<file path="src/rtl/demux64.sv">
// One-to-four registered demultiplexer with per-channel valid/ack handshake.
// Invalid selects are dropped and tallied in a saturating error counter.
module demux64 #(
    parameter int WIDTH = 64
) (
    input  logic             clk,
    input  logic             reset,
    input  logic [2:0]       Sel,
    input  logic [WIDTH-1:0] Entrada,
    input  logic             in_valid,
    output logic             in_ready,
    output logic [WIDTH-1:0] A,
    output logic [WIDTH-1:0] B,
    output logic [WIDTH-1:0] C,
    output logic [WIDTH-1:0] D,
    output logic [3:0]       out_valid,
    input  logic [3:0]       out_ack,
    input  logic             err_clr,
    output logic             sel_err,
    output logic [7:0]       drop_cnt,
    output logic             busy
);

    logic [WIDTH-1:0] ch [4];
    logic [1:0]       idx;
    logic             bad_sel;
    logic             acc;
    logic             drop;
    logic [3:0]       load;

    assign idx     = Sel[1:0];
    assign bad_sel = Sel[2];

    // A full channel frees up the same cycle its consumer acks it
    assign in_ready = bad_sel | ~out_valid[idx] | out_ack[idx];
    assign acc      = in_valid & in_ready;
    assign drop     = acc & bad_sel;

    always_comb begin
        load = '0;
        if (acc && !bad_sel) begin
            load[idx] = 1'b1;
        end
    end

    always_ff @(posedge clk or negedge reset) begin
        if (!reset) begin
            for (int i = 0; i < 4; i++) begin
                ch[i] <= '0;
            end
            out_valid <= '0;
        end else begin
            for (int i = 0; i < 4; i++) begin
                if (load[i]) begin
                    ch[i]        <= Entrada;
                    out_valid[i] <= 1'b1;
                end else if (out_ack[i]) begin
                    out_valid[i] <= 1'b0;
                end
            end
        end
    end

    // A drop in the clearing cycle counts as the first of the new window
    always_ff @(posedge clk or negedge reset) begin
        if (!reset) begin
            sel_err  <= 1'b0;
            drop_cnt <= '0;
        end else if (err_clr) begin
            sel_err  <= drop;
            drop_cnt <= drop ? 8'd1 : 8'd0;
        end else if (drop) begin
            sel_err <= 1'b1;
            if (drop_cnt != 8'hff) begin
                drop_cnt <= drop_cnt + 8'd1;
            end
        end
    end

    assign A    = ch[0];
    assign B    = ch[1];
    assign C    = ch[2];
    assign D    = ch[3];
    assign busy = |out_valid;

endmodule

</file>
<file path="config.mk">
export PLATFORM = sky130hd
export DESIGN_NAME = demux64
export DESIGN_NICKNAME = d
export VERILOG_FILES = /design/src/rtl/demux64.sv
export SDC_FILE = /design/constraint.sdc
export NUM_CORES = 1
export LEC_CHECK = 0
export ABC_AREA = 1
export BUFFER_PORTS_ARGS = -buffer_cell sky130_fd_sc_hd__buf_2
export CAP_MARGIN = 20
export CORE_UTILIZATION = 47
export DETAILED_ROUTE_END_ITERATION = 6
export GPL_TIMING_DRIVEN = 0
export PLACE_DENSITY = 0.73
export SLEW_MARGIN = 20
export SYNTH_ARGS = -nofsm -noshare
export SYNTH_HDL_FRONTEND = slang
export SYNTH_SLANG_ARGS = --single-unit
</file>
<file path="constraint.sdc">
create_clock -name clk -period 1.55 [get_ports clk]
set_input_delay 0.0775 -clock clk [delete_from_list [all_inputs] [get_ports clk]]
set_output_delay 0.0775 -clock clk [all_outputs]
set_load 0.01 [all_outputs]
</file>
==> out/results.txt <==
Multi-input gate area: 0.003960 mm²
site row count: 56
outcome: complete, but fails checks
die width: 157.4 µm
Worst R2R Start: out_valid[3]
slowest cell delay on critical path: 0.39 ns
grt ovf: 0
fmax: 592.3 MHz
Final Slew Violations: 0
post-DP HPWL: 26990 µm
worst-path fanout max: 10
global-route wire length before repair: 60940 µm
commonest non-fill, non-tap cell in the layout: nand2_1
WP buf/inv: 3
H-tree levels: 1
most frequent cells in the layout: nand2_1 (536), buf_2 (347), dfrtp_1 (269)
main flop type after synthesis: dfrtp_1
RSZ-0062 raised after global routing: true
Max-Cap Viols: 0
CP dominant cell by count: nand2_1
#FFs+latches synth: 269
clk buf depth: 3
Total Power: 20.75 mW
post-detailed-route via-to-cell ratio: 5.587
GPL Wtd Cong: 0.8817
gr usage total: 32.01%
Fill cells: 1947
Max-slew headroom: 40.88%
mean post-synth cell area: 9.120 µm²
Critical path destination: A[10]
Slew @ Worst Pin: 0.8868 ns
CTS tree: done
final core utilization: 66.77%
Hold Path Class: in -> async
syn nets: 1321
Crit. path cell count: 10
CTS Sinks: 269
final wirelength: 41050 µm
Worst IR Drop VDD: 0.0008185 V
largest net degree at the start of global routing: 96
critical-path cell list: nand2_1 -> o21ai_1 -> nand2_1 -> nand2_2 -> a21oi_4 -> buf_12 -> buf_6 -> buf_8 -> nand4_1 -> nand2_1
Cell variety after synth: 21
kind of cell adding the most delay to the critical path: simple AND/OR/NAND/NOR gates
routed len/inst: 19.93 µm
Num CTS Buffers: 29
WHS: 0.1297 ns
Worst Setup End Kind: flip-flop
starting DRC count in detailed routing: 975
placed cell count: 1911
vias: 11509
nets: 1799
CORE AREA: 0.02361 mm²
layout cell share with drive strength beyond 1: 28.23%
Initial Utilization: 48.09%
FF-to-FF End: A[10]
synthesized instance count: 1245
die area: 0.02478 mm²
startpoint types: flip-flop
setup violators final: 255
root buffer cell: clkbuf_16
Final ANT Viol Nets: 0
Synth Cell Area: 0.01135 mm²
TritonRoute pass-1 iters: 5
vias in the first global route: 10931
Leak Pwr: 8.648 nW
CP arrival: 2.17 ns
CP required: 2.03 ns
I/O Buffers: 345
initial antenna violation count: 1
pwr dens: 1316 mW/mm²
Die Y: 157.4 µm
EDFF count, synth: 0
reg2reg setup slack: -0.14 ns
# IOs: 346
FF-to-FF path depth: 10
warning count from the yosys run: 0
CP Launch Point: out_valid[3]
slowest CP cell: dfrtp_1
failing checks: setup timing
synth-to-layout area growth: 38.84%
post-synthesis sequential area ratio: 59.28%
asr flop ratio synth: 100.0%
Post-route DRC: 0
area occupied by registers: 0.006731 mm²
final hold vios: 0
Layout Cells excl Fill: 2060
Worst-Skew Late Latency: 0.55 ns
clock-pin transition on the worst setup and hold timing paths: 0.06 ns
final worst path period share: 108.9%
Setup CP Type: reg -> reg
Tmin final: 1.688 ns
clk_skew: 0.008847 ns
Setup WS post-layout: -0.1383 ns
-- where the power goes --
part | switching, mW | internal (mW)
combinational | 3.06 | 2.07
sequential | 0.835 | 8.43
clock | 2.76 | 3.61
-- area by class of cell --
| type | instances | area share, % |
|---|---|---|
| diodes | 2 | 0.03175 |
| repair buffers | 448 | 18.33 |
| clock buffers | 44 | 5.214 |
| clock inverters | 3 | 0.1429 |
| plain buffers | 112 | 5.500 |
| flip-flops and latches | 269 | 42.70 |
| well taps | 319 | 2.532 |
| multi-input cells | 845 | 25.12 |
| inverters | 18 | 0.4286 |
-- routing by layer --
metal / part of all wire (%) / up-vias / track usage (%) / wire (µm)
li1: - / 5184 / - / -
met1: 40 / 5595 / 42.16 / 16510
met2: 47 / 625 / 51.58 / 19490
met3: 8.7 / 105 / 6.498 / 3589
met4: 3.6 / 0 / 13.27 / 1458
met5: 0 / - / 0 / 0
-- worst min-delay path by stage --
stage,from,end,slack [ns],depth (start not counted)
2_1_floorplan,reset,A[0],-0.22,0
4_1_cts,reset,A[12],0.14,2
3_3_place_gp,out_ack[3],out_valid[3],0.27,2
3_5_place_dp,reset,A[12],0.12,1
5_1_grt,reset,A[12],0.18,2
6_report,reset,A[10],0.13,2
-- cells in the mapped netlist, types with 2 or more instances --
master      n  area, µm²
inv_1      15      56.30
buf_6      12      135.1
o21ai_1     6      30.03
nand2_1   541       2031
buf_1      11      41.29
dfrtp_1   269       6731
nor2_1     11      41.29
o21ai_0     5      25.02
buf_4      34      255.2
nand4_1   264       1652
inv_2       3      11.26
nand2_2     2      12.51
nand3_1    10      50.05
buf_2      11      55.05
clkbuf_1   45      168.9
-- flip-flops by register name (all words and copies together), names as in the netlist --
register   count
D             64
sel_err        1
out_valid      4
A             64
B             64
drop_cnt       8
C             64
-- logic make-up (layout without fill, tap and decap cells) --
| family | count (synthesis) | in the layout | share of synthesized area [%] |
|---|---|---|---|
| other cells | 0 | 2 | 0 |
| fa+ha+maj | 1 | 1 | 0.1102 |
| flops | 269 | 269 | 59.28 |
| buf+inv | 131 | 625 | 6.369 |
| compound gates | 13 | 13 | 0.6721 |
| simple gates | 831 | 831 | 33.56 |
-- timing repair --
item                       4_1_cts  5_1_grt
setup buffers                    6       15
setup endpoints to repair      212      266
gates resized for setup         18       57
hold endpoints to repair       349        0
cloned                           0        8
hold buffers                    72        0
pin swaps                        5       14
-- through the flow --
step | cell area [µm²] | setup WS, ns | TNS, ns
floorplan | 11380 | 0.001580 | 0
global placement | 13510 | -4.546 | -1254.92
detailed placement | 13580 | -0.3876 | -46.47
CTS | 15240 | -0.07530 | -1.757
global route | 15770 | -0.1987 | -39.24
finish | 15770 | -0.1383 | -20.64
Note: power is estimated with default switching activity, not from simulation.
